--- src/rtl/ahb_refill_master_if.sv ---
// AHB-Lite bus bundle between a single master and its slave side.
// The master drives the request channel; the slave answers with hready/hresp/hrdata.
interface ahb_lite;
    logic [31:0] haddr;
    logic        hwrite;
    logic [2:0]  hsize;
    logic [2:0]  hburst;
    logic [3:0]  hport;
    logic [1:0]  htrans;
    logic        hmastlock;
    logic [31:0] hwdata;
    logic        hready;
    logic        hresp;
    logic [31:0] hrdata;

    modport master (
        output haddr, hwrite, hsize, hburst, hport, htrans, hmastlock, hwdata,
        input  hready, hresp, hrdata
    );

    modport slave (
        input  haddr, hwrite, hsize, hburst, hport, htrans, hmastlock, hwdata,
        output hready, hresp, hrdata
    );
endinterface

--- src/rtl/ahb_refill_master.sv ---
// Instruction-cache line refill master: one miss at a time, fetched as a
// critical-word-first WRAP4 read burst, critical word forwarded early.
module ahb_refill_master #(
    parameter logic [3:0] HPORT_VAL = 4'b0010
) (
    input  logic          hclk,
    input  logic          hrstn,
    input  logic          req_valid,
    output logic          req_ready,
    input  logic [31:0]   req_addr,
    output logic          crit_valid,
    output logic [31:0]   crit_data,
    output logic          line_valid,
    output logic          line_err,
    output logic [31:0]   line_addr,
    output logic [127:0]  line_data,
    ahb_lite.master       bus
);
    localparam logic [1:0] HTRANS_IDLE   = 2'b00;
    localparam logic [1:0] HTRANS_NONSEQ = 2'b10;
    localparam logic [1:0] HTRANS_SEQ    = 2'b11;
    localparam logic [2:0] HBURST_WRAP4  = 3'b010;

    typedef enum logic [2:0] {S_IDLE, S_ADDR, S_BURST, S_LAST, S_DONE, S_ERR} state_t;

    state_t        state, state_next;
    logic [27:0]   base;
    logic [1:0]    w0, beat, beat_idx, dbeat, widx;
    logic          capture;
    logic [127:0]  line_buf, line_merge;
    logic          unused_addr_bits;

    assign bus.hwrite    = 1'b0;
    assign bus.hsize     = 3'b010;
    assign bus.hburst    = HBURST_WRAP4;
    assign bus.hport     = HPORT_VAL;
    assign bus.hmastlock = 1'b0;
    assign bus.hwdata    = '0;
    assign unused_addr_bits = ^req_addr[1:0];

    // beat counts accepted address phases; the data phase in flight is one behind
    assign beat_idx = w0 + beat;
    assign dbeat    = beat - 2'd1;
    assign widx     = w0 + dbeat;
    assign capture  = (state == S_BURST || state == S_LAST) && bus.hready && !bus.hresp;

    always_ff @(posedge hclk or negedge hrstn) begin
        if (!hrstn) state <= S_IDLE;
        else        state <= state_next;
    end

    always_comb begin
        state_next = state;
        req_ready  = 1'b0;
        bus.htrans = HTRANS_IDLE;
        bus.haddr  = '0;
        case (state)
            S_IDLE: begin
                req_ready = 1'b1;
                if (req_valid) state_next = S_ADDR;
            end
            S_ADDR: begin
                bus.htrans = HTRANS_NONSEQ;
                bus.haddr  = {base, beat_idx, 2'b00};
                if (bus.hready) state_next = S_BURST;
            end
            S_BURST: begin
                bus.htrans = HTRANS_SEQ;
                bus.haddr  = {base, beat_idx, 2'b00};
                if (bus.hresp && !bus.hready)      state_next = S_ERR;
                else if (bus.hready && beat == 2'd3) state_next = S_LAST;
            end
            S_LAST: begin
                if (bus.hresp && !bus.hready) state_next = S_ERR;
                else if (bus.hready)          state_next = S_DONE;
            end
            S_ERR: begin
                if (bus.hresp && bus.hready) state_next = S_DONE;
            end
            S_DONE:  state_next = S_IDLE;
            default: state_next = S_IDLE;
        endcase
    end

    // merged view lets the final beat land in line_data on the same edge as DONE entry
    always_comb begin
        line_merge = line_buf;
        if (capture) line_merge[{widx, 5'd0} +: 32] = bus.hrdata;
    end

    always_ff @(posedge hclk or negedge hrstn) begin
        if (!hrstn) begin
            base       <= '0;
            w0         <= '0;
            beat       <= '0;
            line_buf   <= '0;
            crit_valid <= 1'b0;
            crit_data  <= '0;
            line_valid <= 1'b0;
            line_err   <= 1'b0;
            line_addr  <= '0;
            line_data  <= '0;
        end else begin
            crit_valid <= 1'b0;
            line_valid <= 1'b0;
            line_buf   <= line_merge;
            if (state == S_IDLE && req_valid) begin
                base <= req_addr[31:4];
                w0   <= req_addr[3:2];
                beat <= '0;
            end else if ((state == S_ADDR || state == S_BURST) && bus.hready) begin
                beat <= beat + 2'd1;
            end
            if (capture && dbeat == 2'd0) begin
                crit_valid <= 1'b1;
                crit_data  <= bus.hrdata;
            end
            if (state_next == S_DONE && state != S_DONE) begin
                line_valid <= 1'b1;
                line_err   <= (state == S_ERR);
                line_addr  <= {base, 4'b0000};
                line_data  <= line_merge;
            end
        end
    end
endmodule

--- src/flat_wrapper.sv ---
// flat-port wrapper written by rule: the top's interface ports become plain ports
module ahb_refill_master_flat 
#(
    parameter logic [3:0] HPORT_VAL = 4'b0010
)
  (hclk, hrstn, req_valid, req_ready, req_addr, crit_valid, crit_data, line_valid, line_err, line_addr, line_data, bus_haddr, bus_hwrite, bus_hsize, bus_hburst, bus_hport, bus_htrans, bus_hmastlock, bus_hwdata, bus_hready, bus_hresp, bus_hrdata);
  ahb_lite bus_i ();
  input  logic hclk;
  input  logic hrstn;
  input  logic req_valid;
  output logic req_ready;
  input  logic [31:0] req_addr;
  output logic crit_valid;
  output logic [31:0] crit_data;
  output logic line_valid;
  output logic line_err;
  output logic [31:0] line_addr;
  output logic [127:0] line_data;
  output wire logic [$bits(bus_i.haddr)-1:0] bus_haddr;
  output wire logic [$bits(bus_i.hwrite)-1:0] bus_hwrite;
  output wire logic [$bits(bus_i.hsize)-1:0] bus_hsize;
  output wire logic [$bits(bus_i.hburst)-1:0] bus_hburst;
  output wire logic [$bits(bus_i.hport)-1:0] bus_hport;
  output wire logic [$bits(bus_i.htrans)-1:0] bus_htrans;
  output wire logic [$bits(bus_i.hmastlock)-1:0] bus_hmastlock;
  output wire logic [$bits(bus_i.hwdata)-1:0] bus_hwdata;
  input wire logic [$bits(bus_i.hready)-1:0] bus_hready;
  input wire logic [$bits(bus_i.hresp)-1:0] bus_hresp;
  input wire logic [$bits(bus_i.hrdata)-1:0] bus_hrdata;
  assign bus_haddr = bus_i.haddr;
  assign bus_hwrite = bus_i.hwrite;
  assign bus_hsize = bus_i.hsize;
  assign bus_hburst = bus_i.hburst;
  assign bus_hport = bus_i.hport;
  assign bus_htrans = bus_i.htrans;
  assign bus_hmastlock = bus_i.hmastlock;
  assign bus_hwdata = bus_i.hwdata;
  assign bus_i.hready = bus_hready;
  assign bus_i.hresp = bus_hresp;
  assign bus_i.hrdata = bus_hrdata;
  ahb_refill_master #(.HPORT_VAL(HPORT_VAL)) u_core (.hclk(hclk), .hrstn(hrstn), .req_valid(req_valid), .req_ready(req_ready), .req_addr(req_addr), .crit_valid(crit_valid), .crit_data(crit_data), .line_valid(line_valid), .line_err(line_err), .line_addr(line_addr), .line_data(line_data), .bus(bus_i));
endmodule
--- config.mk ---
export PLATFORM = sky130hd
export DESIGN_NAME = ahb_refill_master_flat
export DESIGN_NICKNAME = d
export VERILOG_FILES = /design/src/rtl/ahb_refill_master_if.sv /design/src/rtl/ahb_refill_master.sv /design/src/flat_wrapper.sv
export SDC_FILE = /design/constraint.sdc
export NUM_CORES = 1
export LEC_CHECK = 0
export BUFFER_PORTS_ARGS = -buffer_cell sky130_fd_sc_hd__buf_2
export CORE_MARGIN = 2
export CORE_UTILIZATION = 45
export CTS_CLUSTER_DIAMETER = 60
export DETAILED_ROUTE_END_ITERATION = 6
export GPL_ROUTABILITY_DRIVEN = 1
export PLACE_DENSITY = 0.73
export SKIP_LAST_GASP = 1
export SYNTH_ARGS = -nofsm -noshare
export SYNTH_HDL_FRONTEND = slang
export SYNTH_SLANG_ARGS = --single-unit
--- constraint.sdc ---
create_clock -name hclk -period 7.6 [get_ports hclk]
set_clock_uncertainty 0.15 [all_clocks]
set_input_delay 0.76 -clock hclk [delete_from_list [all_inputs] [get_ports hclk]]
set_output_delay 0.76 -clock hclk [all_outputs]
set_load 0.01 [all_outputs]
==> results of run 1 <==
==> worst paths after layout <==
path / from / to / slack [ps]
worst min register to register: u_core.line_buf[51] / u_core.line_buf[51] / 320
worst max register to register: u_core.beat[0] / u_core.line_data[50] / 3350
min in group hclk: u_core.line_buf[51] / u_core.line_buf[51] / 320
worst max-delay path: u_core.beat[0] / u_core.line_data[50] / 3350
worst min-delay path: hrstn / u_core.line_buf[65] / 130
max in group asynchronous: hrstn / u_core.line_addr[13] / 5630
==> worst max-delay path: stages (launching register included) <==
cell     delay, ps
dfrtp_1        440
ha_1           350
xnor2_1        180
xnor2_1        200
inv_1          160
ha_1           960
nand2_1        770
buf_4          440
a21o_1         220
mux2_4         250
==> per-stage QoR <==
step	worst slack (ps)	total power, mW	std cells
2_1_floorplan	4955	5.374	1167
3_3_place_gp	3478	6.557	1790
3_5_place_dp	3377	6.694	1790
4_1_cts	3359	8.621	1857
5_1_grt	3116	9.049	1857
6_report	3348	8.542	1859
==> report_power, final <==
group	switching (mW)	internal (mW)	total, mW
clock network	0.736	1.14	1.88
logic	2.10	1.49	3.59
registers	0.383	2.69	3.08
total	3.22	5.32	8.54
==> routing by layer <==
| metal | vias up | routed length, um |
|---|---|---|
| li1 | 4347 | - |
| met1 | 4975 | 15860 |
| met2 | 375 | 17000 |
| met3 | 55 | 2778 |
| met4 | 2 | 762 |
| met5 | - | 16 |
==> logic make-up (layout without fill, tap and decap cells) <==
| family | count (synthesis) | in the layout | synth area share |
|---|---|---|---|
| flip-flops | 354 | 354 | 0.5832 |
| multiplexers | 220 | 220 | 0.1877 |
| AND/OR/NAND/NOR | 156 | 156 | 0.07018 |
| other | 2 | 52 | 0.0004944 |
| XOR/XNOR | 6 | 6 | 0.003460 |
| adder cells (fa/ha/maj) | 9 | 9 | 0.007414 |
| AO/OA/AOI/OAI | 166 | 166 | 0.07414 |
| buffers and inverters | 206 | 448 | 0.07339 |
==> registers in the layout, summed over array words and instances, names as in the netlist <==
name               cells
u_core.line_buf      128
u_core.line_data     128
u_core.crit_data      32
u_core.base           28
u_core.line_addr      28
u_core.state           3
u_core.beat            2
u_core.w0              2
u_core.crit_valid      1
u_core.line_err        1
u_core.line_valid      1
==> cells in the final DEF, fill, tap and decap left out, types with 6 or more instances in the layout <==
cell / Yosys / final
o21ai_0: 64 / 64
mux2_4: 100 / 100
nor2_1: 7 / 7
clkinv_2: 0 / 7
a31o_2: 32 / 32
and2_1: 32 / 32
clkbuf_16: 0 / 41
and4_1: 32 / 32
a21boi_0: 32 / 32
ha_1: 9 / 9
dfrtp_1: 354 / 354
buf_2: 27 / 289
inv_1: 71 / 71
clkbuf_8: 0 / 6
buf_4: 52 / 19
conb_1: 2 / 50
a21o_1: 32 / 32
xnor2_1: 6 / 6
mux2_2: 119 / 119
nand4_1: 64 / 64
==> layout make-up <==
cell class	instances	area, um^2	share of cell area
Inverter	71	266.5	0.01479
Timing Repair Buffer	310	1624	0.09011
Sequential cell	354	8859	0.4915
Clock buffer	52	1127	0.06255
Antenna cell	2	5.005	0.0002777
Multi-Input combinational cell	607	5415	0.3005
Clock inverter	15	165.2	0.009164
Tap cell	448	560.5	0.03110
==> summary.txt, run 1 <==
Detailed routing
  • Routed WL: 36.42 mm
  • Antenna viol nets, final: 0
  • DRC: 0
  • WL/cell: 19.59 um
  • Starting DRC count in detailed routing: 592
  • Detailed Routing Iterations Pass 1: 5
  • DR vias/cell: 5.247
  • Routed via count: 9754

Power
  • PwrDens: 474.0 nW/um^2
  • Max rail drop VDD: 0.0004442 V
  • Leakage Power: 9.160 nW

CTS
  • # resized after CTS: 0
  • Clk pin slew, worst setup/hold paths: 60 ps
  • CTS Sinks: 354
  • CTS Buf Count: 39
  • CTS root buffer: clkbuf_16
  • Max Buffers Root-to-Sink: 3
  • H-Tree Depth: 2
  • Postcts setup bufs: 0
  • Worst-Skew Late Latency: 510 ps
  • TritonCTS clock tree: done
  • Hold_buf cts: 0

GRT
  • Met1 Use GR: 0.2765
  • Gr ovfl total: 0
  • Vias in the first global route: 10.01k
  • Largest net degree at the start of global routing: 169
  • Gr busiest metal: met2
  • Met2 usage in global routing: 0.3303
  • First-pass GRT wire length: 57.55 mm
  • Antenna violations before repair: 3
  • Gr usage total: 0.2051
  • Met3 global-route usage: 0.05428

Outcome
  • Status: completed

Placement
  • Placed wire-length estimate: 23.43 mm
  • PortBufs: 290
  • Area after DPL: 16720 um^2
  • Gpl congestion: 0.7736

Yosys
  • Post-Syn Area: 15190 um^2
  • Top-count cell post-synth: dfrtp_1
  • List of most frequent post-synthesis cells: 354 x dfrtp_1, 119 x mux2_2, 100 x mux2_4
  • Mean Syn Cell Area: 13.57 um^2
  • Register area share after synthesis: 0.5832
  • Main synth FF type: dfrtp_1
  • Top post-synthesis cells by area: dfrtp_1 58%, mux2_4 9.9%, mux2_2 8.8%
  • Yosys top cell area share: 0.5832
  • Count of different cell masters after synthesis: 37
  • Asr flop ratio synth: 1.000
  • Cell count after synthesis: 1119
  • Yosys warns: 0
  • Post-synthesis register bit count: 354
  • Leading area contributor after synthesis: dfrtp_1
  • Post-synth EDFFs: 0

Floorplanning
  • Core area: 33360 um^2
  • Die Footprint: 35240 um^2
  • FP Rows: 67
  • Die Span X: 187.7 um
  • Total I/O pin count: 343
  • Starting Density: 0.4553
  • Die Ht: 187.7 um

STA
  • Final Critical Period: 4252 ps
  • Slew Limit Fails: 0
  • RSZ-0062 raised after global routing: no
  • Worst hold margin: 129.4 ps
  • Final setup violation count: 0
  • Slew HR: 0.1737
  • Fin crit share: 0.5595
  • Final Hold Viols: 0
  • FMAX: 0.2352 GHz
  • Actual slew at the worst max-slew pin: 1239 ps
  • Final setup TNS: 0 ps

Finish
  • Post-layout util: 0.5402
  • Fillers: 2852
  • Final layout net count: 1461
  • Area delta synth->final: 18.65%
  • Final Instance Area: 18020 um^2
  • Layout cells sized above 1: 0.4478

Critical path
  • Max Fanout on Critical Path: 33
  • Setup Crit Path Kind: reg -> reg
  • CP required: 7840 ps
  • R2r worst-path depth: 9
  • Crit. End Element: register
  • Critical Path Start Type: register
  • WP data arrival: 4490 ps

Run
  • MaxCap Viol Count: 0

Min path
  • Min-delay worst type: in -> async
No activity file was read; power rests on OpenSTA's default activity.
==> run 2, diff against run 1 <==
--- a/config.mk
+++ b/config.mk
@@ -11,7 +11,7 @@
 export CTS_CLUSTER_DIAMETER = 60
 export DETAILED_ROUTE_END_ITERATION = 6
 export GPL_ROUTABILITY_DRIVEN = 1
-export PLACE_DENSITY = 0.73
+export PLACE_DENSITY = 0.76
 export SKIP_LAST_GASP = 1
 export SYNTH_ARGS = -nofsm -noshare
 export SYNTH_HDL_FRONTEND = slang
==> constraint.sdc (replaced) <==
create_clock -name hclk -period 3.55 [get_ports hclk]
set_clock_uncertainty 0.15 [all_clocks]
set_input_delay 0.355 -clock hclk [delete_from_list [all_inputs] [get_ports hclk]]
set_output_delay 0.355 -clock hclk [all_outputs]
set_load 0.01 [all_outputs]
==> run 2 against run 1 <==
Net effect:
- register-to-register slack lost 3000 ps
- flip-flop and latch count stayed put
- total power grew 120%
- via count rose by 3.4%
- wire length increased by 6.3%
- clock-buffer cell count up 1
- combinational power grew 120%
- final cell count up 3.0%
- sequential share of layout area decreased by 1.6 points
- utilization increased by 1.8 points
- highest routed layer unchanged
==> summary.txt, run 2 (synthesized netlist as in run 1, its figures left out) <==
CTS
  • H-Tree Depth: 2
  • CTS Sinks: 354
  • Postcts setup bufs: 0
  • CTS root buffer: clkbuf_16
  • Clk pin slew, worst setup/hold paths: 60 ps
  • CTS Buf Count: 40
  • Worst-Skew Late Latency: 520 ps
  • Max Buffers Root-to-Sink: 3
  • TritonCTS clock tree: done

Min path
  • Hold EP: u_core.crit_data[5]
  • Min-delay worst type: in -> reg
  • Hold path cells: 2
  • Worst Hold Launch: bus_hrdata[5]

Detailed routing
  • DR vias/cell: 5.272
  • WL/cell: 20.23 um
  • Routed via count: 10.09k
  • Antenna viol nets, final: 0
  • Detailed Routing Iterations Pass 1: 4
  • Routed WL: 38.72 mm
  • DRC: 0
  • Starting DRC count in detailed routing: 624

Placement
  • Pre-CTS WS: 79.84 ps
  • PortBufs: 290
  • Gpl congestion: 0.7910
  • Placed wire-length estimate: 24.58 mm

Floorplanning
  • Core area: 33360 um^2
  • Total I/O pin count: 343
  • Die Footprint: 35240 um^2
  • Die Ht: 187.7 um
  • Starting Density: 0.4553
  • FP Rows: 67
  • Die Span X: 187.7 um

GRT
  • Gr busiest metal: met2
  • Gr usage total: 0.2190
  • Met1 Use GR: 0.2854
  • First-pass GRT wire length: 61.02 mm
  • Largest net degree at the start of global routing: 121
  • Gr ovfl total: 0
  • Vias in the first global route: 10.63k
  • Met2 usage in global routing: 0.3538
  • Met3 global-route usage: 0.06195
  • Antenna violations before repair: 1

STA
  • Final worst slack: 310.6 ps
  • Final setup TNS: 0 ps
  • Slew Limit Fails: 0
  • Actual slew at the worst max-slew pin: 1001 ps
  • Final Critical Period: 3239 ps
  • Final setup violation count: 0
  • Final Hold Viols: 0
  • FMAX: 0.3087 GHz
  • Slew HR: 0.3302
  • Fin crit share: 0.9125
  • RSZ-0062 raised after global routing: no

Outcome
  • Status: completed

Power
  • Max rail drop VDD: 0.0007805 V
  • Total Power: 18.75 mW
  • Leakage Power: 9.426 nW
  • PwrDens: 1007 nW/um^2

Run
  • MaxCap Viol Count: 0

Finish
  • Biggest regs: u_core.line_buf x128, u_core.line_data x128, u_core.crit_data x32
  • Multi-input logic area: 5423 um^2
  • Reg area: 8859 um^2
  • Final layout net count: 1515
  • Commonest non-fill, non-tap cells in the layout: 354 x dfrtp_1, 289 x buf_2, 119 x mux2_2
  • Commonest non-fill, non-tap cell in the layout: dfrtp_1
  • Layout cells sized above 1: 0.4413
  • Antenna Cells: 0
  • Fillers: 2714
  • Area delta synth->final: 22.60%

Critical path
  • Crit. End Element: register
  • Setup Crit Path Kind: reg -> reg
  • R2r worst-path depth: 11
  • Worst r2r src: u_core.beat[0]
  • CP most frequent cell: buf_4
  • Slowest CP cell: ha_1
  • CP required: 3800 ps
  • Slowest stage delay, CP: 520 ps
  • R2r endpoint: u_core.line_data[46]
  • CP cell instances: ha_1 > xnor2_1 > xnor2_1 > buf_4 > inv_1 > ha_1 > buf_4 > nand2_1 > buf_4 > a21o_1 > mux2_4
  • Critical Path Start Type: register
  • Reg2reg setup slack: 310 ps
  • Max Fanout on Critical Path: 19
  • WP data arrival: 3490 ps
## run 2: cell types whose count changed in the layout (fill, tap and decap cells not counted), sizes merged
cell / change
dlygate4sd3: +40
buf: +13
clkinv: +2
diode: -2
clkbuf: +1
inv: +1
## run 2: cell type report
cell class	count	area share
timing repair buffer	363	0.1187
tap	448	0.03010
clock buffer	53	0.06020
multi-input combinational	607	0.2912
clock inverter	18	0.009876
inverter	71	0.01431
sequential	354	0.4757
## run 2: power breakdown
group | internal, mW | switching [mW]
clock network | 2.45 | 1.63
logic | 3.45 | 4.60
registers | 5.77 | 0.854
total | 11.7 | 7.09
## run 2: per-stage QoR
step | cell area [um^2] | hold slack [ps] | cells | util
global route | 18620 | 18.43 | 1914 | 0.5582
CTS | 18620 | 0.3051 | 1914 | 0.5579
global placement | 16910 | 306.0 | 1803 | 0.5068
detailed placement | 16910 | 312.8 | 1803 | 0.5068
floorplan | 15370 | -90.59 | 1167 | -
finish | 18620 | 21.07 | 1914 | 0.5582
## run 2: timing repair
item,in CTS,in global routing
hold endpoints to repair,155,0
resized for setup,0,2
hold buffers,40,0
setup endpoints to repair,0,24
## run 2: worst max path at each step
stage | start | to | slack, ps | depth (start not counted)
finish | u_core.beat[0] | u_core.line_data[46] | 310 | 11
global route | u_core.beat[0] | u_core.line_data[56] | 110 | 11
CTS | u_core.beat[0] | u_core.line_data[127] | 100 | 9
detailed placement | u_core.beat[0] | u_core.line_data[127] | 80 | 9
global placement | u_core.beat[0] | u_core.line_data[127] | 80 | 9
floorplan | u_core.beat[0] | u_core.line_data[66] | 910 | 10
## run 2: critical path, delay by kind of cell, from the launching register on
| family | cells | cell delay (ps) |
|---|---|---|
| buf+inv | 4 | 810 |
| mux | 1 | 260 |
| fa+ha+maj | 2 | 870 |
| xor+xnor | 2 | 260 |
| simple gates | 1 | 100 |
| flops | 1 | 440 |
| compound gates | 1 | 230 |
## run 2: metal layers
metal,wire length [um],part of all wire
met5,13,0.00034
met1,16060,0.41
met2,18440,0.48
met3,3136,0.081
met4,1065,0.028
